**src/rtl/seq_nonrestoring_divider_if.sv**
```systemverilog
`default_nettype none
// ============================================================================
//  Module   : seq_nonrestoring_divider_if
//  Purpose  : Request/response bundle between the control unit and the
//             sequential non-restoring divider.
//  Revision : 1.0 - initial release
// ============================================================================
interface seq_nonrestoring_divider_if #(
  parameter int WIDTH = 32
);
  logic             start;
  logic             signed_op;
  logic [WIDTH-1:0] dividend;
  logic [WIDTH-1:0] divisor;
  logic             busy;
  logic             done;
  logic [WIDTH-1:0] quotient;
  logic [WIDTH-1:0] remainder;
  logic             div_by_zero;
  logic             overflow;

  // Control unit side: issues requests, consumes results.
  modport master (
    output start, signed_op, dividend, divisor,
    input  busy, done, quotient, remainder, div_by_zero, overflow
  );

  // Divider side: accepts requests, produces results.
  modport slave (
    input  start, signed_op, dividend, divisor,
    output busy, done, quotient, remainder, div_by_zero, overflow
  );
endinterface
`default_nettype wire

```
**src/rtl/seq_nonrestoring_divider.sv**
```systemverilog
`default_nettype none
// ============================================================================
//  Module   : seq_nonrestoring_divider
//  Purpose  : Multi-cycle signed/unsigned non-restoring integer divider,
//             one quotient bit per clock, with divide-by-zero and signed
//             overflow flags and a start/busy/done handshake.
//  Revision : 1.0 - initial release
// ============================================================================
module seq_nonrestoring_divider #(
  parameter int WIDTH = 32,
  parameter int CNT_W = 6
) (
  input  wire logic                   clock,
  input  wire logic                   clear,
  seq_nonrestoring_divider_if.slave   bus
);

  typedef enum logic [1:0] {
    IDLE = 2'd0,
    PREP = 2'd1,
    ITER = 2'd2,
    FIX  = 2'd3
  } state_t;

  localparam logic [WIDTH-1:0] MIN_VAL   = {1'b1, {(WIDTH-1){1'b0}}};
  localparam logic [WIDTH-1:0] ALL_ONES  = {WIDTH{1'b1}};
  localparam logic [CNT_W-1:0] LAST_STEP = CNT_W'(WIDTH - 1);

  state_t             state, state_next;

  // Operands latched at the accept edge so the inputs may change afterwards.
  logic [WIDTH-1:0]   dvd, dvs;
  logic               sop;

  // AQ holds the (WIDTH+1)-bit partial remainder A above the WIDTH-bit Q.
  logic [2*WIDTH:0]   aq;
  logic [WIDTH:0]     mag_m;
  logic               q_neg, r_neg;
  logic [CNT_W-1:0]   cnt;

  logic               done_r, dz_r, ov_r;
  logic [WIDTH-1:0]   quot_r, rem_r;

  logic [WIDTH-1:0]   dvd_mag, dvs_mag;
  logic [WIDTH:0]     a_sh, a_new, a_fix;
  logic [2*WIDTH:0]   aq_step;
  logic [WIDTH-1:0]   q_mag, quot_fix, rem_fix;
  logic               is_ovf;

  // Operand magnitudes; MIN maps to 2**(WIDTH-1), which is correct unsigned.
  assign dvd_mag = (sop && dvd[WIDTH-1]) ? -dvd : dvd;
  assign dvs_mag = (sop && dvs[WIDTH-1]) ? -dvs : dvs;

  // One non-restoring step. The add/subtract choice uses the sign of A
  // before the shift, so transient wrap of the shifted value cancels out.
  assign a_sh    = aq[2*WIDTH-1:WIDTH-1];
  assign a_new   = aq[2*WIDTH] ? (a_sh + mag_m) : (a_sh - mag_m);
  assign aq_step = {a_new, aq[WIDTH-2:0], ~a_new[WIDTH]};

  // Final remainder restore and sign correction.
  assign a_fix    = aq[2*WIDTH] ? (aq[2*WIDTH:WIDTH] + mag_m) : aq[2*WIDTH:WIDTH];
  assign q_mag    = aq[WIDTH-1:0];
  assign quot_fix = q_neg ? -q_mag : q_mag;
  assign rem_fix  = r_neg ? -a_fix[WIDTH-1:0] : a_fix[WIDTH-1:0];
  assign is_ovf   = sop && (dvd == MIN_VAL) && (dvs == ALL_ONES);

  assign bus.busy        = (state != IDLE);
  assign bus.done        = done_r;
  assign bus.quotient    = quot_r;
  assign bus.remainder   = rem_r;
  assign bus.div_by_zero = dz_r;
  assign bus.overflow    = ov_r;

  // State register.
  always_ff @(posedge clock) begin
    if (clear) state <= IDLE;
    else       state <= state_next;
  end

  // Next-state logic.
  always_comb begin
    state_next = state;
    case (state)
      IDLE:    if (bus.start) state_next = PREP;
      PREP:    state_next = (dvs == '0) ? IDLE : ITER;
      ITER:    if (cnt == LAST_STEP) state_next = FIX;
      FIX:     state_next = IDLE;
      default: state_next = IDLE;
    endcase
  end

  // Datapath: operand capture, iteration and result registers.
  always_ff @(posedge clock) begin
    if (clear) begin
      dvd    <= '0;
      dvs    <= '0;
      sop    <= 1'b0;
      aq     <= '0;
      mag_m  <= '0;
      q_neg  <= 1'b0;
      r_neg  <= 1'b0;
      cnt    <= '0;
      done_r <= 1'b0;
      dz_r   <= 1'b0;
      ov_r   <= 1'b0;
      quot_r <= '0;
      rem_r  <= '0;
    end else begin
      done_r <= 1'b0;
      case (state)
        IDLE: begin
          if (bus.start) begin
            dvd <= bus.dividend;
            dvs <= bus.divisor;
            sop <= bus.signed_op;
          end
        end
        PREP: begin
          if (dvs == '0) begin
            quot_r <= ALL_ONES;
            rem_r  <= dvd;
            dz_r   <= 1'b1;
            ov_r   <= 1'b0;
            done_r <= 1'b1;
          end else begin
            aq    <= {{(WIDTH+1){1'b0}}, dvd_mag};
            mag_m <= {1'b0, dvs_mag};
            q_neg <= sop & (dvd[WIDTH-1] ^ dvs[WIDTH-1]);
            r_neg <= sop & dvd[WIDTH-1];
            cnt   <= '0;
          end
        end
        ITER: begin
          aq  <= aq_step;
          cnt <= cnt + CNT_W'(1);
        end
        FIX: begin
          quot_r <= is_ovf ? MIN_VAL : quot_fix;
          rem_r  <= is_ovf ? '0 : rem_fix;
          ov_r   <= is_ovf;
          dz_r   <= 1'b0;
          done_r <= 1'b1;
        end
        default: ;
      endcase
    end
  end

endmodule
`default_nettype wire

```
**src/flat_wrapper.sv**
```systemverilog
// flat-port wrapper written by rule: the top's interface ports become plain ports
module seq_nonrestoring_divider_flat 
#(
  parameter int WIDTH = 32,
  parameter int CNT_W = 6
)
  (clock, clear, bus_start, bus_signed_op, bus_dividend, bus_divisor, bus_busy, bus_done, bus_quotient, bus_remainder, bus_div_by_zero, bus_overflow);
  seq_nonrestoring_divider_if #(.WIDTH(WIDTH)) bus_i ();
  input  wire logic clock;
  input  wire logic clear;
  input wire logic [$bits(bus_i.start)-1:0] bus_start;
  input wire logic [$bits(bus_i.signed_op)-1:0] bus_signed_op;
  input wire logic [$bits(bus_i.dividend)-1:0] bus_dividend;
  input wire logic [$bits(bus_i.divisor)-1:0] bus_divisor;
  output wire logic [$bits(bus_i.busy)-1:0] bus_busy;
  output wire logic [$bits(bus_i.done)-1:0] bus_done;
  output wire logic [$bits(bus_i.quotient)-1:0] bus_quotient;
  output wire logic [$bits(bus_i.remainder)-1:0] bus_remainder;
  output wire logic [$bits(bus_i.div_by_zero)-1:0] bus_div_by_zero;
  output wire logic [$bits(bus_i.overflow)-1:0] bus_overflow;
  assign bus_i.start = bus_start;
  assign bus_i.signed_op = bus_signed_op;
  assign bus_i.dividend = bus_dividend;
  assign bus_i.divisor = bus_divisor;
  assign bus_busy = bus_i.busy;
  assign bus_done = bus_i.done;
  assign bus_quotient = bus_i.quotient;
  assign bus_remainder = bus_i.remainder;
  assign bus_div_by_zero = bus_i.div_by_zero;
  assign bus_overflow = bus_i.overflow;
  seq_nonrestoring_divider #(.WIDTH(WIDTH), .CNT_W(CNT_W)) u_core (.clock(clock), .clear(clear), .bus(bus_i));
endmodule
```
**config.mk**
```make
export PLATFORM = sky130hd
export DESIGN_NAME = seq_nonrestoring_divider_flat
export DESIGN_NICKNAME = d
export VERILOG_FILES = /design/src/rtl/seq_nonrestoring_divider_if.sv /design/src/rtl/seq_nonrestoring_divider.sv /design/src/flat_wrapper.sv
export SDC_FILE = /design/constraint.sdc
export NUM_CORES = 1
export LEC_CHECK = 0
export ABC_AREA = 1
export CAP_MARGIN = 20
export CORE_ASPECT_RATIO = 0.5
export CORE_UTILIZATION = 30
export CTS_CLUSTER_DIAMETER = 100
export DETAILED_ROUTE_END_ITERATION = 10
export PLACE_DENSITY = 0.55
export SLEW_MARGIN = 20
export SYNTH_ARGS = -nofsm -noshare
export SYNTH_HDL_FRONTEND = slang
export SYNTH_SLANG_ARGS = --single-unit
```
**constraint.sdc**
```tcl
create_clock -name clock -period 4.75 [get_ports clock]
set_input_delay 0.475 -clock clock [delete_from_list [all_inputs] [get_ports clock]]
set_output_delay 0.475 -clock clock [all_outputs]
set_load 0.02 [all_outputs]
```
==> implementation parameters, run 1 <==
Parameter                              Value

Placed design
  DP HPWL    roughly 49 mm
  Number of I/O port buffers    135
  Weighted congestion at the end of routability-driven global placement    just over 0.9

Route
  Aggregate routed wire length    63.1 mm
  Detailed Routing Iterations Pass 1    7
  Routed wire per std cell    about 17 um
  DRC viols    0
  Routed vias/inst    4.98
  Initial DRC Count    1463
  Post-route ant nets    0
  Routed vias    18300

Synthesis
  Post-synthesis share of cell area spent on full adders, half adders and majority gates    5.24%
  Top post-synthesis cells by area    sky130_fd_sc_hd__dfxtp_1, sky130_fd_sc_hd__nand2_1, sky130_fd_sc_hd__a21oi_1, sky130_fd_sc_hd__o21ai_0, sky130_fd_sc_hd__inv_1
  Post-synthesis average cell area    ~6.2 um2
  Combined area of all synthesized cells    17500 um2
  Fraction of the yosys area taken by sequential cells    27.4%
  Area fraction in compound gates after synthesis    19.6%
  Largest family of logic cells by synthesized area    simple AND/OR/NAND/NOR gates
  Yosys top cell by area    sky130_fd_sc_hd__dfxtp_1
  Number of enable flip-flop cells after synthesis    0
  Synth top area share    27.4%
  Number of standard cells after synthesis    2803
  Xor/xnor cell area share of the yosys netlist    under 10%
  Synth cell types    56
  Multiplexer fraction of the synthesized cell area    0%
  Synthesized net count    roughly 2900
  Prevailing post-synth register cell    sky130_fd_sc_hd__dfxtp_1
  Synth Register Bits    approximately 240
  Share of flip-flops with an asynchronous set or reset    0%
  Yosys warnings    0
  Simple-gate portion of the synthesized area    between 30% and 40%

Cells and area
  N_diodes    0
  Filler Cell Count    6251
  Most frequent standard cell in the layout excluding fill and tap cells    sky130_fd_sc_hd__nand2_1
  Ratio of cells with drive above 1 in the final layout    6.97%
  Commonest cells after routing, fill and taps aside    sky130_fd_sc_hd__nand2_1, sky130_fd_sc_hd__inv_1, sky130_fd_sc_hd__a21oi_1, sky130_fd_sc_hd__nor2_1, sky130_fd_sc_hd__o21ai_0
  Net count, final    ~3000
  Area Overhead vs Synth    17.0%
  Final core utilization    35.6%

GRT
  Vias in the first global route    17100
  Met3 usage in global routing    1.90%
  Combined global-route utilization of all metal layers    20.9%
  GR Util met2    ~34%
  Top Usage Layer GRT    met2
  Overall overflow remaining after global route    0
  Wire length of the first global-routing pass    ~100 mm
  Met1 track demand over resource in global routing    30.2%
  Initial antenna violation count    0
  Pin count of the biggest net entering global routing    85

Die
  Width of the die    343 um
  Die Area    59300 um2
  Number of I/O pins    136
  FP Rows    62
  Die height    173 um
  Initial Utilization    30.4%
  Core footprint    around 57000 um2

Worst setup path
  Highest net fanout along the worst path    6
  Kind of critical path    flop to flop
  CP required    5180 ps
  Type of origin of the critical path    flop
  WP data arrival    4730 ps
  Sort of element at the end of the critical path    flop

Worst hold path
  Tightest Hold Check Type    input pin to flop

Power
  Peak VDD IR    around 0.00023 V
  Leak Pwr    9.18 nW
  Total power density per cell area    352 nW/um2

CTS
  Buffer type at the clock tree root    sky130_fd_sc_hd__clkbuf_16
  Clock edge transition at the registers on the reported setup and hold paths    about 70 ps
  Number of post-CTS setup repair buffers    0
  Sinks on the clock net    239
  CTS H-tree lvls    1
  Number of buffers on the longest clock path    3
  Clock tree from TritonCTS    built
  Clock insertion delay at the later pin of the skew report    580 ps
  Number of buffers added by the clock tree synthesis step    27

STA
  Pins over their slew limit    0
  Fin crit share    90.6%
  Number of failing hold endpoints at the final stage    0
  RSZ-0062 raised after global routing    false
  Post-Route Setup TNS    0 ps
  Time the final worst path needs with I/O delays and setup    around 4300 ps
  Worst max-slew margin expressed relative to the limit    between 20 and 30%
  Worst clock skew    23.1 ps
  Worst Max-Slew Pin Slew    between 1000 and 1500 ps
  Peak Freq    0.232 GHz
  # setup viols final    0

Job
  Max cap viols    0

Status
  Outcome    finished clean
Yosys cell counts (17+ instances only):
| cell | count |
|---|---|
| sky130_fd_sc_hd__or2_2 | 38 |
| sky130_fd_sc_hd__xnor2_1 | 24 |
| sky130_fd_sc_hd__a31oi_1 | 18 |
| sky130_fd_sc_hd__nor4_1 | 21 |
| sky130_fd_sc_hd__inv_1 | 309 |
| sky130_fd_sc_hd__nor2_1 | 277 |
| sky130_fd_sc_hd__o21ai_0 | 271 |
| sky130_fd_sc_hd__nand2_2 | 17 |
| sky130_fd_sc_hd__xor2_1 | 91 |
| sky130_fd_sc_hd__clkbuf_1 | 81 |
| sky130_fd_sc_hd__nand4_1 | 35 |
| sky130_fd_sc_hd__ha_1 | 70 |
| sky130_fd_sc_hd__a21oi_1 | 285 |
| sky130_fd_sc_hd__nand2_1 | 683 |
| sky130_fd_sc_hd__dfxtp_1 | 239 |
| sky130_fd_sc_hd__nor3_1 | 29 |
| sky130_fd_sc_hd__nand3_1 | 143 |
logic make-up after synthesis:
logic type / count (synthesis)
buffers and inverters: 437
DFF: 239
adders and majority gates: 72
xor gates and xnor gates: 116
and+or+nand+nor: 1295
AOI/OAI and AO/OA: 644
worst max-delay path, cell delays in order, from the launching register on:
cell,delay (ps)
sky130_fd_sc_hd__dfxtp_1,370
sky130_fd_sc_hd__inv_1,80
sky130_fd_sc_hd__ha_1,160
sky130_fd_sc_hd__nand2_1,90
sky130_fd_sc_hd__nor3_2,140
sky130_fd_sc_hd__nand3_1,190
sky130_fd_sc_hd__nor2_2,210
sky130_fd_sc_hd__nand3_1,160
sky130_fd_sc_hd__nor3_2,160
sky130_fd_sc_hd__nand2_1,100
sky130_fd_sc_hd__nor2_1,210
sky130_fd_sc_hd__nand2_1,110
sky130_fd_sc_hd__nand2_1,100
sky130_fd_sc_hd__o21ai_0,140
sky130_fd_sc_hd__xor2_1,200
sky130_fd_sc_hd__ha_1,350
sky130_fd_sc_hd__nand2_1,150
sky130_fd_sc_hd__o21ai_0,160
sky130_fd_sc_hd__a221oi_1,340
sky130_fd_sc_hd__o21ai_0,140
sky130_fd_sc_hd__a31oi_1,230
sky130_fd_sc_hd__or2_2,150
sky130_fd_sc_hd__nand2_1,70
sky130_fd_sc_hd__nand2_1,70
sky130_fd_sc_hd__a21oi_1,60
routing by layer:
metal / wire length, um / vias to the layer above
li1: - / 9331
met5: 0 / -
met2: 28200 / 418
met1: 31000 / 8464
met3: 2810 / 64
met4: 1140 / 0
registers in the layout, summed over array words and instances (netlist names), named ones only:
signal                  flops
u_core.bus.remainder       32
u_core.cnt                  6
u_core.dvs                 32
u_core.q_neg                1
u_core.state                1
u_core.r_neg                1
u_core.bus.quotient        32
u_core.aq                  65
u_core.bus.done             1
u_core.bus.div_by_zero      1
u_core.sop                  1
u_core.dvd                 32
u_core.mag_m               32
u_core.bus.overflow         1
what timing repair did:
action                     4_1_cts  5_1_grt
resized for setup                0        2
hold buffers                     0        0
setup endpoints to repair        0        2
path summary, 6_finish.rpt:
| kind | from | to | slack [ps] | depth (start not counted) |
|---|---|---|---|---|
| max reg2reg | u_core.mag_m[1]$_SDFFE_PP0P_ | u_core.aq[0]$_SDFFE_PP0P_ | 450 | 24 |
| max | u_core.mag_m[1]$_SDFFE_PP0P_ | u_core.aq[0]$_SDFFE_PP0P_ | 450 | 24 |
| min | clear | u_core.state[0]$_SDFFE_PP0P_ | 400 | 2 |
| min reg2reg | u_core.bus.quotient[5]$_SDFFE_PP0P_ | u_core.bus.quotient[5]$_SDFFE_PP0P_ | 470 | 2 |
metrics by stage:
step	instances	hold WS (ps)	instance area, um2	setup slack, ps	power (mW)
after floorplan	2803	439	17500	1030	4.19
after global placement	3618	452	19500	505	4.95
after CTS	3668	378	20500	360	7.23
after global routing	3668	412	20500	30.7	7.67
final	3668	399	20500	449	7.20
after detailed placement	3618	455	19500	401	4.95
final cells by class:
type | count | area, um2 | share of cell area (%)
multi-input cells | 2127 | 11000 | 53.9
flip-flops and latches | 239 | 4790 | 23.4
repair buffers | 155 | 1520 | 7.45
inverters | 329 | 1240 | 6.04
well taps | 768 | 961 | 4.70
clock buffers | 33 | 728 | 3.56
clock inverters | 17 | 199 | 0.972
report_power, final:
part           total [mW]  internal [mW]  switching, mW
Sequential           2.39           2.16          0.227
Clock                2.26           1.27          0.988
Combinational        2.55          0.894           1.66
Total                7.20           4.33           2.87
Power figures use the tool's default switching activity.
==> run 2: changes to the inputs <==
CAP_MARGIN = default   (was 20)
==> results of run 2 <==
Same layout as run 1: the final DEF is identical, and so are final timing and power.
==> run 3: changes to the inputs <==
CORE_UTILIZATION = 45   (was 30)
PLACE_DENSITY = 0.72   (was 0.55)
SKIP_CTS_REPAIR_TIMING = 1   (was default)
==> run 3 against run 2 <==
  * Register-to-register slack improved by 90 ps
  * Setup slack better by 87 ps
  * Core utilization is 17 points higher
  * First-iteration DRC count rose by 17%
  * Sequential share of layout area up 0.52 points
  * Sequential cell count is the same
  * Non-clock buffer count decreased by 3
  * Clock-buffer cell count shrank 4
  * Sequential power is essentially flat
  * Routed wire length down 7.4%
  * Largest power group unchanged
==> implementation parameters, run 3 (synthesis gave the netlist of run 1 again) <==
Parameter                              Value

Placed design
  DP HPWL    44.9 mm (-7.7%)
  Weighted congestion at the end of routability-driven global placement    0.952 (+3.4%)
  Standard cell area after detailed placement    19200 um2 (-1.8%)
  Number of I/O port buffers    135 (unchanged)

STA
  Worst clock skew    31.9 ps (+8.84 ps)
  Fin crit share    88.7% (-1.8 points)
  Peak Freq    0.237 GHz (+2.1%)
  Worst max-slew margin expressed relative to the limit    29.6% (+0.15 points)
  Pins over their slew limit    0 (unchanged)
  # setup viols final    0 (unchanged)
  RSZ-0062 raised after global routing    false
  Number of failing hold endpoints at the final stage    0 (unchanged)
  Time the final worst path needs with I/O delays and setup    4210 ps (-87.2 ps)
  Worst Max-Slew Pin Slew    1060 ps (-0.879 ps)
  Post-Route Setup TNS    0 ps (unchanged)

Die
  Die Area    39700 um2 (-33%)
  Die height    141 um (-18%)
  FP Rows    50 (-19%)
  Initial Utilization    46.2% (+16 points)
  Width of the die    281 um (-18%)
  Number of I/O pins    136 (unchanged)
  Core footprint    37800 um2 (-34%)

Job
  Max cap viols    0 (unchanged)

Power
  Total power density per cell area    349 nW/um2 (-0.98%)
  Leak Pwr    9.11 nW (-0.70%)
  Peak VDD IR    0.000290 V (+28%)

Route
  Initial DRC Count    1718 (+17%)
  Routed wire per std cell    17.1 um (-0.43%)
  Routed vias    18500 (+1.4%)
  Aggregate routed wire length    58.4 mm (-7.4%)
  Post-route ant nets    0 (unchanged)
  Detailed Routing Iterations Pass 1    6 (-1)
  Routed vias/inst    5.43 (+9.1%)
  DRC viols    0 (unchanged)

Worst hold path
  Worst hold endpoint    u_core.aq[32]$_SDFFE_PP0P_
  Tightest Hold Check Type    input pin to flop
  Hold Path Depth    2 (unchanged)
  Worst hold path startpoint    clear

CTS
  Number of buffers on the longest clock path    3 (unchanged)
  CTS H-tree lvls    1 (unchanged)
  Clock tree from TritonCTS    built
  Clock insertion delay at the later pin of the skew report    570 ps (about the same)
  Number of buffers added by the clock tree synthesis step    24 (-11%)
  Sinks on the clock net    239 (unchanged)
  Buffer type at the clock tree root    sky130_fd_sc_hd__clkbuf_16
  Clock edge transition at the registers on the reported setup and hold paths    70 ps (about the same)

GRT
  Pin count of the biggest net entering global routing    87 (+2.4%)
  Wire length of the first global-routing pass    91.7 mm (-7.3%)
  Combined global-route utilization of all metal layers    29.0% (+8.1 points)
  Vias in the first global route    16500 (-3.1%)
  Overall overflow remaining after global route    0 (unchanged)
  Initial antenna violation count    0 (unchanged)

Worst setup path
  Kind of critical path    flop to flop
  FF-to-FF setup slack    540 ps (+90 ps)
  Type of origin of the critical path    flop
  Sort of element at the end of the critical path    flop
  CP required    5160 ps (-20 ps)
  R2R Path End    u_core.aq[0]$_SDFFE_PP0P_
  Worst Reg2Reg Path Length in Cells    19 (-21%)
  Worst reg2reg path startpoint    u_core.mag_m[1]$_SDFFE_PP0P_
  CP Launch Point    u_core.mag_m[1]$_SDFFE_PP0P_
  Highest net fanout along the worst path    6 (unchanged)
  WP data arrival    4620 ps (-110 ps)

Cells and area
  Largest Register    u_core.aq
  Area Overhead vs Synth    14.5%
  Commonest cells after routing, fill and taps aside    sky130_fd_sc_hd__nand2_1, sky130_fd_sc_hd__inv_1, sky130_fd_sc_hd__a21oi_1, sky130_fd_sc_hd__nor2_1, sky130_fd_sc_hd__o21ai_0
  Largest register FFs    65 (unchanged)
  Net count, final    3013 (-0.20%)
  Ratio of cells with drive above 1 in the final layout    6.75% (-0.22 points)
  N_diodes    0 (unchanged)
  Most frequent standard cell in the layout excluding fill and tap cells    sky130_fd_sc_hd__nand2_1
  Post-route cell area    20000 um2 (-2.2%)

Status
  Outcome    finished clean
-- run 3: worst max path at each step --
stage / cells past startpoint / slack, ps / end
6_report: 19 / 540 / u_core.aq[0]$_SDFFE_PP0P_
5_1_grt: 24 / 40 / u_core.aq[0]$_SDFFE_PP0P_
4_1_cts: 24 / 470 / u_core.aq[0]$_SDFFE_PP0P_
3_5_place_dp: 24 / 480 / u_core.aq[0]$_SDFFE_PP0P_
3_3_place_gp: 24 / 560 / u_core.aq[0]$_SDFFE_PP0P_
2_1_floorplan: 23 / 1030 / u_core.aq[0]$_SDFFE_PP0P_
-- run 3: power by group --
| group | total, mW | switching (mW) | internal (mW) |
|---|---|---|---|
| Sequential | 2.38 | 0.223 | 2.16 |
| Combinational | 2.53 | 1.64 | 0.889 |
| Clock | 2.06 | 0.904 | 1.16 |
| Total | 6.98 | 2.77 | 4.21 |
-- run 3: layout make-up --
type	instances	area, um2
clock buffer	29	649
clock inverter	15	189
fill	3866	17800
inverter	329	1240
multi-input combinational	2127	11000
sequential	239	4790
tap	520	651
timing repair buffer	152	1470
-- run 3: worst max-delay path: stages (launching register included) --
cell and delay [ps]:
sky130_fd_sc_hd__dfxtp_1 370, sky130_fd_sc_hd__nor3_1 250, sky130_fd_sc_hd__nor3b_1 310, sky130_fd_sc_hd__nand3_1 140, sky130_fd_sc_hd__nor3_1 240, sky130_fd_sc_hd__inv_1 160
sky130_fd_sc_hd__nor3_1 320, sky130_fd_sc_hd__nand3_1 190, sky130_fd_sc_hd__o21ai_0 240, sky130_fd_sc_hd__xnor2_1 190, sky130_fd_sc_hd__ha_1 330, sky130_fd_sc_hd__a21oi_1 200
sky130_fd_sc_hd__o21ai_0 110, sky130_fd_sc_hd__a221oi_1 310, sky130_fd_sc_hd__o21ai_0 140, sky130_fd_sc_hd__a31oi_1 230, sky130_fd_sc_hd__or2_2 160, sky130_fd_sc_hd__nand2_1 60
sky130_fd_sc_hd__nand2_1 60, sky130_fd_sc_hd__a21oi_1 60
-- run 3: layer usage --
| layer | track usage [%] | vias up | part of all wire, % |
|---|---|---|---|
| met2 | 44.7 | 603 | 42 |
| met5 | 0 | - | 0 |
| li1 | - | 9318 | - |
| met4 | 8.89 | 0 | 3.0 |
| met1 | 41.2 | 8534 | 47 |
| met3 | 4.76 | 83 | 7.4 |
-- run 3: through the flow --
step,power [mW],cells,util [%],hold WS (ps),setup slack (ps)
2_1_floorplan,4.19,2803,-,439,1030
3_3_place_gp,4.89,3367,50.6,450,558
3_5_place_dp,4.90,3367,50.6,455,476
4_1_cts,6.96,3411,52.8,142,466
5_1_grt,7.41,3411,52.9,127,39.2
6_report,6.98,3411,52.9,164,536
